--- src/rtl/sum_mult_sched.sv ---
// sum_mult_sched: two-requester round-robin issue scheduler for an
// external (A+B)*C pipeline, with per-requester credit limits and result routing.
module sum_mult_sched #(
    parameter int PIPE_LAT = 4,
    parameter int MAX_OUT  = 2
) (
    input  logic        clk,
    input  logic        rst,
    input  logic        req0,
    input  logic        req1,
    input  logic [7:0]  a0,
    input  logic [7:0]  b0,
    input  logic [7:0]  c0,
    input  logic [7:0]  a1,
    input  logic [7:0]  b1,
    input  logic [7:0]  c1,
    input  logic        hold,
    output logic        gnt0,
    output logic        gnt1,
    output logic [7:0]  pipe_a,
    output logic [7:0]  pipe_b,
    output logic [7:0]  pipe_c,
    output logic        pipe_ce,
    input  logic [16:0] pipe_y,
    output logic [16:0] res_y,
    output logic        res_valid0,
    output logic        res_valid1,
    output logic        busy,
    output logic [1:0]  state
);

    localparam int CW = $clog2(MAX_OUT + 1);
    localparam logic [CW-1:0] MAX_C = CW'(MAX_OUT);
    localparam logic [CW-1:0] ONE   = CW'(1);

    typedef enum logic [1:0] {
        IDLE   = 2'd0,
        ACTIVE = 2'd1,
        STALL  = 2'd2
    } state_t;

    state_t            cur, nxt;
    logic [PIPE_LAT:0] tag_v;
    logic [PIPE_LAT:0] tag_o;
    logic [CW-1:0]     cnt0, cnt1;
    logic              last;      // 1: requester 1 was granted most recently
    logic              elig0, elig1, any_gnt;

    assign pipe_ce    = !hold;
    assign res_y      = pipe_y;
    assign res_valid0 = tag_v[PIPE_LAT] & ~tag_o[PIPE_LAT] & pipe_ce;
    assign res_valid1 = tag_v[PIPE_LAT] &  tag_o[PIPE_LAT] & pipe_ce;
    assign busy       = |tag_v;
    assign state      = cur;

    // A credit returning in this cycle frees a slot for a same-cycle grant.
    assign elig0   = req0 & ~hold & ~rst & ((cnt0 < MAX_C) | res_valid0);
    assign elig1   = req1 & ~hold & ~rst & ((cnt1 < MAX_C) | res_valid1);
    assign gnt0    = elig0 & (~elig1 | last);
    assign gnt1    = elig1 & (~elig0 | ~last);
    assign any_gnt = gnt0 | gnt1;

    // Operand registers: load on grant, otherwise keep (bubble issued).
    always_ff @(posedge clk or posedge rst) begin
        if (rst) begin
            pipe_a <= '0;
            pipe_b <= '0;
            pipe_c <= '0;
        end else if (gnt0) begin
            pipe_a <= a0;
            pipe_b <= b0;
            pipe_c <= c0;
        end else if (gnt1) begin
            pipe_a <= a1;
            pipe_b <= b1;
            pipe_c <= c1;
        end
    end

    // Tag pipeline tracking valid/owner alongside the datapath.
    always_ff @(posedge clk or posedge rst) begin
        if (rst) begin
            tag_v <= '0;
            tag_o <= '0;
        end else if (pipe_ce) begin
            tag_v <= {tag_v[PIPE_LAT-1:0], any_gnt};
            tag_o <= {tag_o[PIPE_LAT-1:0], gnt1};
        end
    end

    // Outstanding-operation counters and round-robin pointer.
    always_ff @(posedge clk or posedge rst) begin
        if (rst) begin
            cnt0 <= '0;
            cnt1 <= '0;
            last <= 1'b1;
        end else begin
            if (gnt0 & ~res_valid0)      cnt0 <= cnt0 + ONE;
            else if (~gnt0 & res_valid0) cnt0 <= cnt0 - ONE;
            if (gnt1 & ~res_valid1)      cnt1 <= cnt1 + ONE;
            else if (~gnt1 & res_valid1) cnt1 <= cnt1 - ONE;
            if (any_gnt) last <= gnt1;
        end
    end

    // FSM state register.
    always_ff @(posedge clk or posedge rst) begin
        if (rst) cur <= IDLE;
        else     cur <= nxt;
    end

    // FSM next-state logic; a stall overrides everything.
    always_comb begin
        nxt = cur;
        if (hold) begin
            nxt = STALL;
        end else begin
            unique case (cur)
                IDLE:    if (req0 | req1) nxt = ACTIVE;
                ACTIVE:  if (!busy && !(req0 | req1) && !any_gnt) nxt = IDLE;
                STALL:   nxt = (busy || req0 || req1) ? ACTIVE : IDLE;
                default: nxt = IDLE;
            endcase
        end
    end

endmodule

--- config.mk ---
export PLATFORM = sky130hd
export DESIGN_NAME = sum_mult_sched
export DESIGN_NICKNAME = d
export VERILOG_FILES = /design/src/rtl/sum_mult_sched.sv
export SDC_FILE = /design/constraint.sdc
export NUM_CORES = 1
export LEC_CHECK = 0
export CAP_MARGIN = 20
export CORE_MARGIN = 3
export CORE_UTILIZATION = 41
export DETAILED_ROUTE_END_ITERATION = 7
export PLACE_DENSITY = 0.86
export SYNTH_ARGS = -nofsm -noshare
export SYNTH_HDL_FRONTEND = slang
export SYNTH_SLANG_ARGS = --single-unit
--- constraint.sdc ---
create_clock -name clk -period 3.37 [get_ports clk]
set_input_delay 0.8425 -clock clk [delete_from_list [all_inputs] [get_ports clk]]
set_output_delay 0.8425 -clock clk [all_outputs]
set_load 0.01 [all_outputs]
==> reports/metrics.json, run 1 <==
{
  "layout": {
    "num-nets-final": 304,
    "num_antenna_cells": 0,
    "mostFrequentLayoutCell": "sky130_fd_sc_hd__clkdlybuf4s50_1",
    "final_util_pct": 62.1,
    "commonest_non_fill_non_tap_cells_in_the_layout": "83 x sky130_fd_sc_hd__clkdlybuf4s50_1, 40 x sky130_fd_sc_hd__dfrtp_1, 24 x sky130_fd_sc_hd__nand3b_1, 24 x sky130_fd_sc_hd__o221a_1, 8 x sky130_fd_sc_hd__mux2_2",
    "syn_to_final_growth_pct": 44.7,
    "layout.cells.non_filler": 300,
    "drive_gt1_share_pct": 12.9
  },
  "floorplan": {
    "die_height_microns": 76.5,
    "dieArea_sq_mm": 0.00586,
    "floorplan.initialDensity_pct": 42.9,
    "fp.coreArea_sq_mm": 0.00475,
    "chipWidth_microns": 76.5,
    "site_rows": 25,
    "num_io_pins": 119
  },
  "setup_path": {
    "timing.setup.critical_path_class": "in2out",
    "setup.worst_path.end_class": "output pin",
    "worst_ep_arrival_time_ns": 2.42,
    "rrSetupSlack_ns": 1.53,
    "rr_worst_depth": 5,
    "timing.critical_path.fanout_max": 5,
    "crit_required_ns": 2.53,
    "r2r_start": "tag_o[4]$_DFFE_PP0N_",
    "crit-reg2reg-capture": "pipe_b[2]$_DFFE_PP0P_",
    "timing.critical_path.from_type": "primary input"
  },
  "clocking": {
    "clk_latency_ns": 0.29,
    "clkSlewWorstSetupHoldPaths_ns": 0.08,
    "cts_buffers": 5,
    "cts_max_path_buffers": 2,
    "cts-htree-levels": 2,
    "cts-hold-fix-buffers": 0,
    "cts.root.buffer_cell": "sky130_fd_sc_hd__clkbuf_8",
    "tritoncts_clock_tree": "done",
    "numClockSinks": 41
  },
  "synth": {
    "syn_inst": 163,
    "synth_enable_flop_cells": 0,
    "synthesis.nets": 235,
    "leading_area_contributor_after_synthesis": "sky130_fd_sc_hd__dfrtp_1",
    "synth.lib_cells_used.distinct": 31,
    "count_of_state_elements_after_synthesis": 41,
    "ys.warnings.count": 0,
    "synth_async_sr_flop_share_pct": 100,
    "synth_ff_type": "sky130_fd_sc_hd__dfrtp_1",
    "post_synthesis_area_per_instance_sq_um": 12.5,
    "yosys-top-cells-area": "sky130_fd_sc_hd__dfrtp_1 49%, sky130_fd_sc_hd__o221a_1 13%, sky130_fd_sc_hd__nand3b_1 8.8%",
    "netlist_area_pre_place_sq_mm": 0.00204,
    "seq_area_frac_synth_pct": 50.4,
    "synth_top_area_share_pct": 49.1
  },
  "detailed_routing": {
    "drt-wirelength-per-cell_microns": 16.2,
    "post_drt_via_cell_ratio": 5.18,
    "drt_iter0_drc": 36,
    "dr.pass1.iters": 4,
    "route.detailed.drc": 0,
    "routed_wl_microns": 4870,
    "vias": 1555,
    "postRouteAntennaNets": 0
  },
  "power": {
    "comb_power_share_pct": 40.4,
    "internal-power_uw": 1470,
    "powerDensity_mw_per_mm2": 703,
    "p_sw_uw": 604,
    "seq_power_share_pct": 40.1,
    "static_leakage_uw": 0.00118,
    "proportion_of_total_power_due_to_net_switching_pct": 29.1,
    "report.power.total_uw": 2070,
    "pwr-share-clk_pct": 19.5,
    "power.ir.vdd_worst_v": 0.000281
  },
  "sta": {
    "peak_clock_frequency_supported_by_timing_mhz": 307,
    "slew_worst_pin_ns": 0.762,
    "setup-tns-final_ns": 0,
    "final_period_minus_worst_setup_slack_ns": 3.26,
    "clock-skew-final_ns": 0.00614,
    "timing.max_slew.rel_slack_pct": 49.1,
    "hold_viol": 0,
    "timing.final.max_slew_violations": 0,
    "setup_viol": 0,
    "final_min_period_over_clock_period_pct": 96.7,
    "grt_setup_unrepaired": "no"
  },
  "hold_path": {
    "worstHoldStart": "tag_o[0]$_DFFE_PP0N_",
    "timing.hold.worst.class": "reg2reg",
    "hold-path-endpoint": "tag_o[0]$_DFFE_PP0N_",
    "hold-path-cell-count": 1
  },
  "place": {
    "placed_cells": 292,
    "place.port_buffers": 84,
    "gpl_congestion": 0.785,
    "dp_hpwl_microns": 3580
  },
  "grt": {
    "grt_use_total_pct": 17.6,
    "first_global_vias": 1620,
    "global_route.overflow_total": 0,
    "grt_antenna_before_repair": 0,
    "grt_start_max_net_pins": 27,
    "grt_first_pass_wirelength_microns": 8250
  },
  "flow_run": {
    "max_cap_violations": 0
  },
  "outcome": {
    "run_status": "finished clean"
  }
}
==> stage by stage <==
stage	hold slack (ns)	setup slack (ns)	area, sq um
4_1_cts	0.488	0.0770	2950
6_report	0.481	0.111	2950
3_5_place_dp	0.470	0.0847	2830
3_3_place_gp	0.460	0.105	2830
5_1_grt	0.509	0.0441	2950
2_1_floorplan	0.433	0.864	2040
==> routing by layer <==
layer,vias up,global-route usage [%],wire [microns]
met3,7,4.73,310
li1,724,-,-
met5,-,0,0
met4,0,5.62,48
met2,66,28.1,2340
met1,758,23.1,2170
==> state kept, by name, summed over array words and instances (netlist names) <==
signal,cells
tag_o,5
pipe_a,8
cnt1,2
tag_v,5
pipe_b,8
cnt0,2
pipe_c,8
state,2
last,1
==> kinds of logic after synthesis <==
logic type | share of synthesized area [%]
flip-flops | 50.4
AO/OA/AOI/OAI | 18.1
adder cells (fa/ha/maj) | 1.23
multiplexers | 4.42
XOR/XNOR | 2.58
buffers and inverters | 10.8
AND/OR/NAND/NOR | 12.5
==> critical path: stages <==
cell                              delay (ns)
sky130_fd_sc_hd__clkdlybuf4s50_1        0.50
sky130_fd_sc_hd__nor2_4                 0.19
sky130_fd_sc_hd__and3_4                 0.21
sky130_fd_sc_hd__and2_1                 0.14
sky130_fd_sc_hd__clkdlybuf4s50_1        0.54
==> cell usage after synthesis, types with 3 or more instances <==
| cell type | count |
|---|---|
| sky130_fd_sc_hd__dfrtp_1 | 40 |
| sky130_fd_sc_hd__nand3b_1 | 24 |
| sky130_fd_sc_hd__o221a_1 | 24 |
| sky130_fd_sc_hd__buf_4 | 17 |
| sky130_fd_sc_hd__mux2_2 | 8 |
| sky130_fd_sc_hd__clkbuf_1 | 6 |
| sky130_fd_sc_hd__inv_1 | 6 |
| sky130_fd_sc_hd__nor2_1 | 4 |
| sky130_fd_sc_hd__buf_6 | 3 |
| sky130_fd_sc_hd__xnor2_1 | 3 |
| sky130_fd_sc_hd__xor2_1 | 3 |
==> how the worst max path moves through the flow <==
stage,start,endpoint,slack (ns),cells past startpoint
2_1_floorplan,hold,gnt0,0.86,5
3_3_place_gp,hold,gnt1,0.11,5
3_5_place_dp,hold,gnt1,0.08,5
4_1_cts,hold,gnt1,0.08,5
5_1_grt,hold,gnt1,0.04,5
6_report,hold,gnt1,0.11,5
==> what timing repair did <==
item,4_1_cts,5_1_grt
endpoints found under the setup margin,0,1
buffers inserted,0,0
gates resized for setup,0,1
==> power groups by stage <==
stage                     clock network (uW)  registers, uW  logic, uW
after global placement                     0            828        836
after global routing                     441            857        901
final                                    405            831        838
after floorplan                            0            883        375
after detailed placement                   0            840        851
after CTS                                420            831        853
==> final cells by class <==
cell class | count | area [sq um]
inverter | 7 | 26.3
clock inverter | 2 | 37.5
clock buffer | 6 | 82.6
fill | 396 | 1800
multi-input combinational | 87 | 792
sequential | 41 | 1030
tap | 67 | 83.8
timing repair buffer | 90 | 901
Power figures use the tool's default switching activity.
==> inputs of run 2 (changes only) <==
--- a/config.mk
+++ b/config.mk
@@ -10,6 +10,7 @@
 export CORE_UTILIZATION = 41
 export DETAILED_ROUTE_END_ITERATION = 7
 export PLACE_DENSITY = 0.86
+export SLEW_MARGIN = 20
 export SYNTH_ARGS = -nofsm -noshare
 export SYNTH_HDL_FRONTEND = slang
 export SYNTH_SLANG_ARGS = --single-unit
==> results of run 2 <==
The final DEF is identical to that of run 1; final timing and power are the same.
==> inputs of run 3 (changes only) <==
--- a/config.mk
+++ b/config.mk
@@ -5,6 +5,7 @@
 export SDC_FILE = /design/constraint.sdc
 export NUM_CORES = 1
 export LEC_CHECK = 0
+export ABC_CLOCK_PERIOD_IN_PS = 3370
 export CAP_MARGIN = 20
 export CORE_MARGIN = 3
 export CORE_UTILIZATION = 41
==> results of run 3 <==
The final DEF is identical to that of run 1; final timing and power are the same.
==> patch 1: new RTL, config.mk and constraints of run 1 <==
`PIPE_LAT`: 4 -> 3.
--- a/src/rtl/sum_mult_sched.sv
+++ b/src/rtl/sum_mult_sched.sv
@@ -2,5 +2,5 @@
 // external (A+B)*C pipeline, with per-requester credit limits and result routing.
 module sum_mult_sched #(
-    parameter int PIPE_LAT = 4,
+    parameter int PIPE_LAT = 3,
     parameter int MAX_OUT  = 2
 ) (
Behaviour: not the same (Yosys sat finds a counterexample within 10 cycles, from zero or initial values and one cycle with rst high).
==> patch 1 against run 1 <==
Synthesized area decreased by 3.8%; via count decreased by 3.0%; clock skew decreased by 1.4 ps; sequential share of layout area decreased by 0.40 points; wire length decreased by 0.39%; final area decreased by 3.8%; power decreased by 3.5%; setup slack got worse by 26 ps; global-route usage decreased by 0.67 points; cell count decreased by 6.7%; clock power decreased by 4%; largest power group unchanged; sequential cell count decreased by 2; first-iteration DRC count decreased by 11%.
==> patch 1: results (changes against run 1) <==
met3 Use GR=0.0494 (was 0.0473); final hold slack=463 ps (was 481 ps); Routed WL per cell=17.3 µm (was 16.2 µm); pre-CTS setup slack=28.1 ps (was 84.7 ps); largest net degree at the start of global routing=40 (was 27); sequential area share after synthesis=0.498 (was 0.504); synth unique cells=29 (was 31); R2R depth=7 (was 5); skew final=4.72 ps (was 6.14 ps); Avg Inst Size Synth=12.5 µm² (about the same); Synth Register Bits=39 (was 41); sequential cell area=977 µm² (was 1030 µm²); PwrDens=705 nW/µm² (was 703 nW/µm²); Mapped Area=1960 µm² (was 2040 µm²); status=finished clean (unchanged); hpwl dp=3410 µm (was 3580 µm); DRT Wirelength=4850 µm (was 4870 µm); comb_multi_in=83 (was 87); met2 Use GR=0.292 (was 0.281); R2R Path Start=tag_v[3] (was tag_o[4]); DR vias=1509 (was 1555); worst reg2reg endpoint=cnt1[1] (was pipe_b[2]); Global Route met1 Usage=0.208 (was 0.231); multi-input logic area=764 µm² (was 792 µm²); Synth Area in XOR/XNOR=0.0268 (was 0.0258)
==> patch 1: cell types whose count changed after synthesis, moves of 2 or more <==
cell / delta
buf_4: +2
buf_2: -2
mux2_2: -2
dfrtp_1: -2
==> patch 1: how the worst max path moves through the flow <==
stage | end | slack [ps] | cells after the start
after floorplan | gnt0 | 800 | 5
after global placement | gnt1 | 70 | 5
after detailed placement | gnt1 | 30 | 5
after CTS | gnt1 | 20 | 5
after global routing | gnt1 | 20 | 5
final | gnt1 | 80 | 5
==> patch 1: power breakdown <==
group / total [mW] / internal (mW) / switching [mW]
Combinational: 0.825 / 0.521 / 0.304
Clock: 0.389 / 0.220 / 0.168
Sequential: 0.789 / 0.667 / 0.122
Total: 2.00 / 1.41 / 0.594
==> patch 1: routing by layer <==
metal | vias to the layer above | share of wire
met5 | - | 0
met4 | 0 | 0.0056
met3 | 5 | 0.087
met2 | 61 | 0.48
met1 | 734 | 0.43
li1 | 709 | -
==> patch 2: new RTL, settings of run 1 <==
Without the edit above. Reset style: synchronous (`rst`), changed in 4 clocked blocks.
--- a/src/rtl/sum_mult_sched.sv
+++ b/src/rtl/sum_mult_sched.sv
@@ -62,5 +62,5 @@
 
     // Operand registers: load on grant, otherwise keep (bubble issued).
-    always_ff @(posedge clk or posedge rst) begin
+    always_ff @(posedge clk) begin
         if (rst) begin
             pipe_a <= '0;
@@ -79,5 +79,5 @@
 
     // Tag pipeline tracking valid/owner alongside the datapath.
-    always_ff @(posedge clk or posedge rst) begin
+    always_ff @(posedge clk) begin
         if (rst) begin
             tag_v <= '0;
@@ -90,5 +90,5 @@
 
     // Outstanding-operation counters and round-robin pointer.
-    always_ff @(posedge clk or posedge rst) begin
+    always_ff @(posedge clk) begin
         if (rst) begin
             cnt0 <= '0;
@@ -105,5 +105,5 @@
 
     // FSM state register.
-    always_ff @(posedge clk or posedge rst) begin
+    always_ff @(posedge clk) begin
         if (rst) cur <= IDLE;
         else     cur <= nxt;
Behaviour: differs if rst is asserted again (counterexample within 4 cycles, from zero or initial values and one cycle with rst high); with rst held inactive, the same outputs for 10 cycles.
==> patch 2 against run 1 <==
Wire length up 22%; final area up 4.3%; largest cell class is now multi-input gates; sequential cell count unchanged; via count up 30%; clock skew down 4.1 ps; register-to-register slack worse by 330 ps; synthesized area up 7.7%; die area up 7.0%; cell count up 24%; setup slack worse by 4.7 ps.
Power is not compared: it rests on default switching activity, and its combinational part moved more than twofold at a synthesized area within 25%.
==> patch 2: results (changes against run 1) <==
hpwl dp=4130 µm (was 3580 µm); met3 routed WL=420 µm (was 310 µm); largest net degree at the start of global routing=33 (was 27); status=finished clean (unchanged); GP Congestion=0.859 (was 0.785); DRT Wirelength=5950 µm (was 4870 µm); Final Setup Violations=0 (unchanged); syn_nets=312 (was 235); P_int=0.916 mW; peak supply drop=0.289 mV; met2 Use GR=0.321 (was 0.281); highest metal used=met4 (unchanged); R2R Setup Slk=1200 ps (was 1530 ps); adder-cell share of the synthesized area=0.0114 (was 0.0123); skew final=2.01 ps (was 6.14 ps); met3 Use GR=0.0544 (was 0.0473); worst slew pin tran=886 ps (was 762 ps); fraction of layout cells with a size suffix above 1=0.145 (was 0.129); final hold slack=495 ps (was 481 ps); main combinational cell family by area after synthesis=compound AO/OA/AOI/OAI gates (unchanged); synth top area cells=dfxtp_1, a311oi_2, o21ai_0, buf_4, nand3_1 (was dfrtp_1, o221a_1, nand3b_1, buf_4, mux2_2); WL met2=3060 µm (was 2340 µm); DR vias=2019 (was 1555); root buffer cell=clkbuf_8 (unchanged); Largest regs=pipe_a: 8 flops, pipe_b: 8 flops, pipe_c: 8 flops (unchanged); Leak=1.11 nW; initial antenna violation count=0 (unchanged); Detailed Routing Iterations Pass 1=4 (unchanged); clk buf depth=2 (unchanged); Skew-Pair Late Insertion Delay=290 ps (about the same); sequential area share after synthesis=0.374 (was 0.504); total of cells resized after clock tree synthesis=0 (unchanged); Post-synth ARST share=0 (was 1.00); initial drt markers=113 (was 36); GRT Total Usage=0.189 (was 0.176); Synth Area in Compound Gates=0.246 (was 0.181); YS warnings=0 (unchanged); worst min path class=reg2reg (unchanged); Num CTS Buffers=5 (unchanged); diode count=0 (unchanged); number of global-route vias before repair=1947 (was 1620); clock-pin slew of the registers on the worst-case setup and hold paths=80 ps (about the same); Commonest cells post-synth=dfxtp_1, o21ai_0, nand3_1, nor3_1, a311oi_2 (was dfrtp_1, nand3b_1, o221a_1); Global Route met1 Usage=0.236 (was 0.231); mux share of post-synthesis cell area=0.0365 (was 0.0442); Post-CTS Setup Bufs=0 (unchanged); Synth Area in XOR/XNOR=0.0160 (was 0.0258); Post-CTS Hold Fix Bufs=0 (unchanged); first-pass GRT wire length=9560 µm (was 8250 µm); nets@finish=374 (was 304); worst-path maximum fanout=3 (was 5); Buffers on Ports=84 (unchanged); Worst EP arrival=2420 ps (about the same); # H-tree levels=2 (unchanged); Metal-1 WL=2440 µm (was 2170 µm)
-- patch 2: cell count changes after synthesis, moves of 5 or more --
cell	run 1	this run
dfrtp_1	40	0
o221a_1	24	0
dfxtp_1	0	41
nor2_1	4	15
nand3b_1	24	0
buf_2	2	7
nand3_1	2	25
mux2i_1	0	8
mux2_2	8	0
nor3_1	1	25
a311oi_2	0	19
a311oi_1	0	5
o21ai_0	1	28
-- patch 2: power by group through the flow --
stage | clock network, mW | logic (mW) | registers [mW]
6_report | 0.413 | 0.277 | 0.535
5_1_grt | 0.445 | 0.299 | 0.540
4_1_cts | 0.424 | 0.278 | 0.536
3_5_place_dp | 0 | 0.277 | 0.547
3_3_place_gp | 0 | 0.272 | 0.545
2_1_floorplan | 0 | 0.149 | 0.556
-- patch 2: worst max-delay path: stages --
cell and delay (ps):
clkdlybuf4s50_1 510, nor3b_4 260, o21ai_4 80, nor2_1 160, clkdlybuf4s50_1 560
-- patch 2: final timing paths --
path,start,end,cells after the start
min,tag_v[0],tag_v[0],1
max reg2reg,tag_v[4],cnt1[1],7
min reg2reg,tag_v[0],tag_v[0],1
max,req0,gnt0,5
-- patch 2: per-stage QoR --
stage          std cells  worst slack, ps   util  cell area, µm²  power, mW
3_5_place_dp         365           -0.681  0.573            2950      0.824
5_1_grt              373             34.6  0.599            3080       1.28
6_report             373              106  0.599            3080       1.23
4_1_cts              373            -3.22  0.596            3070       1.24
3_3_place_gp         365             33.0  0.573            2950      0.817
2_1_floorplan        240              787      -            2200      0.705
-- patch 2: layout make-up --
class	instances	area (µm²)
fillers	485	2060
multi-input cells	156	1110
repair buffers	94	926
flip-flops and latches	41	821
well taps	70	87.6
clock buffers	6	82.6
clock inverters	2	37.5
inverters	4	15.0
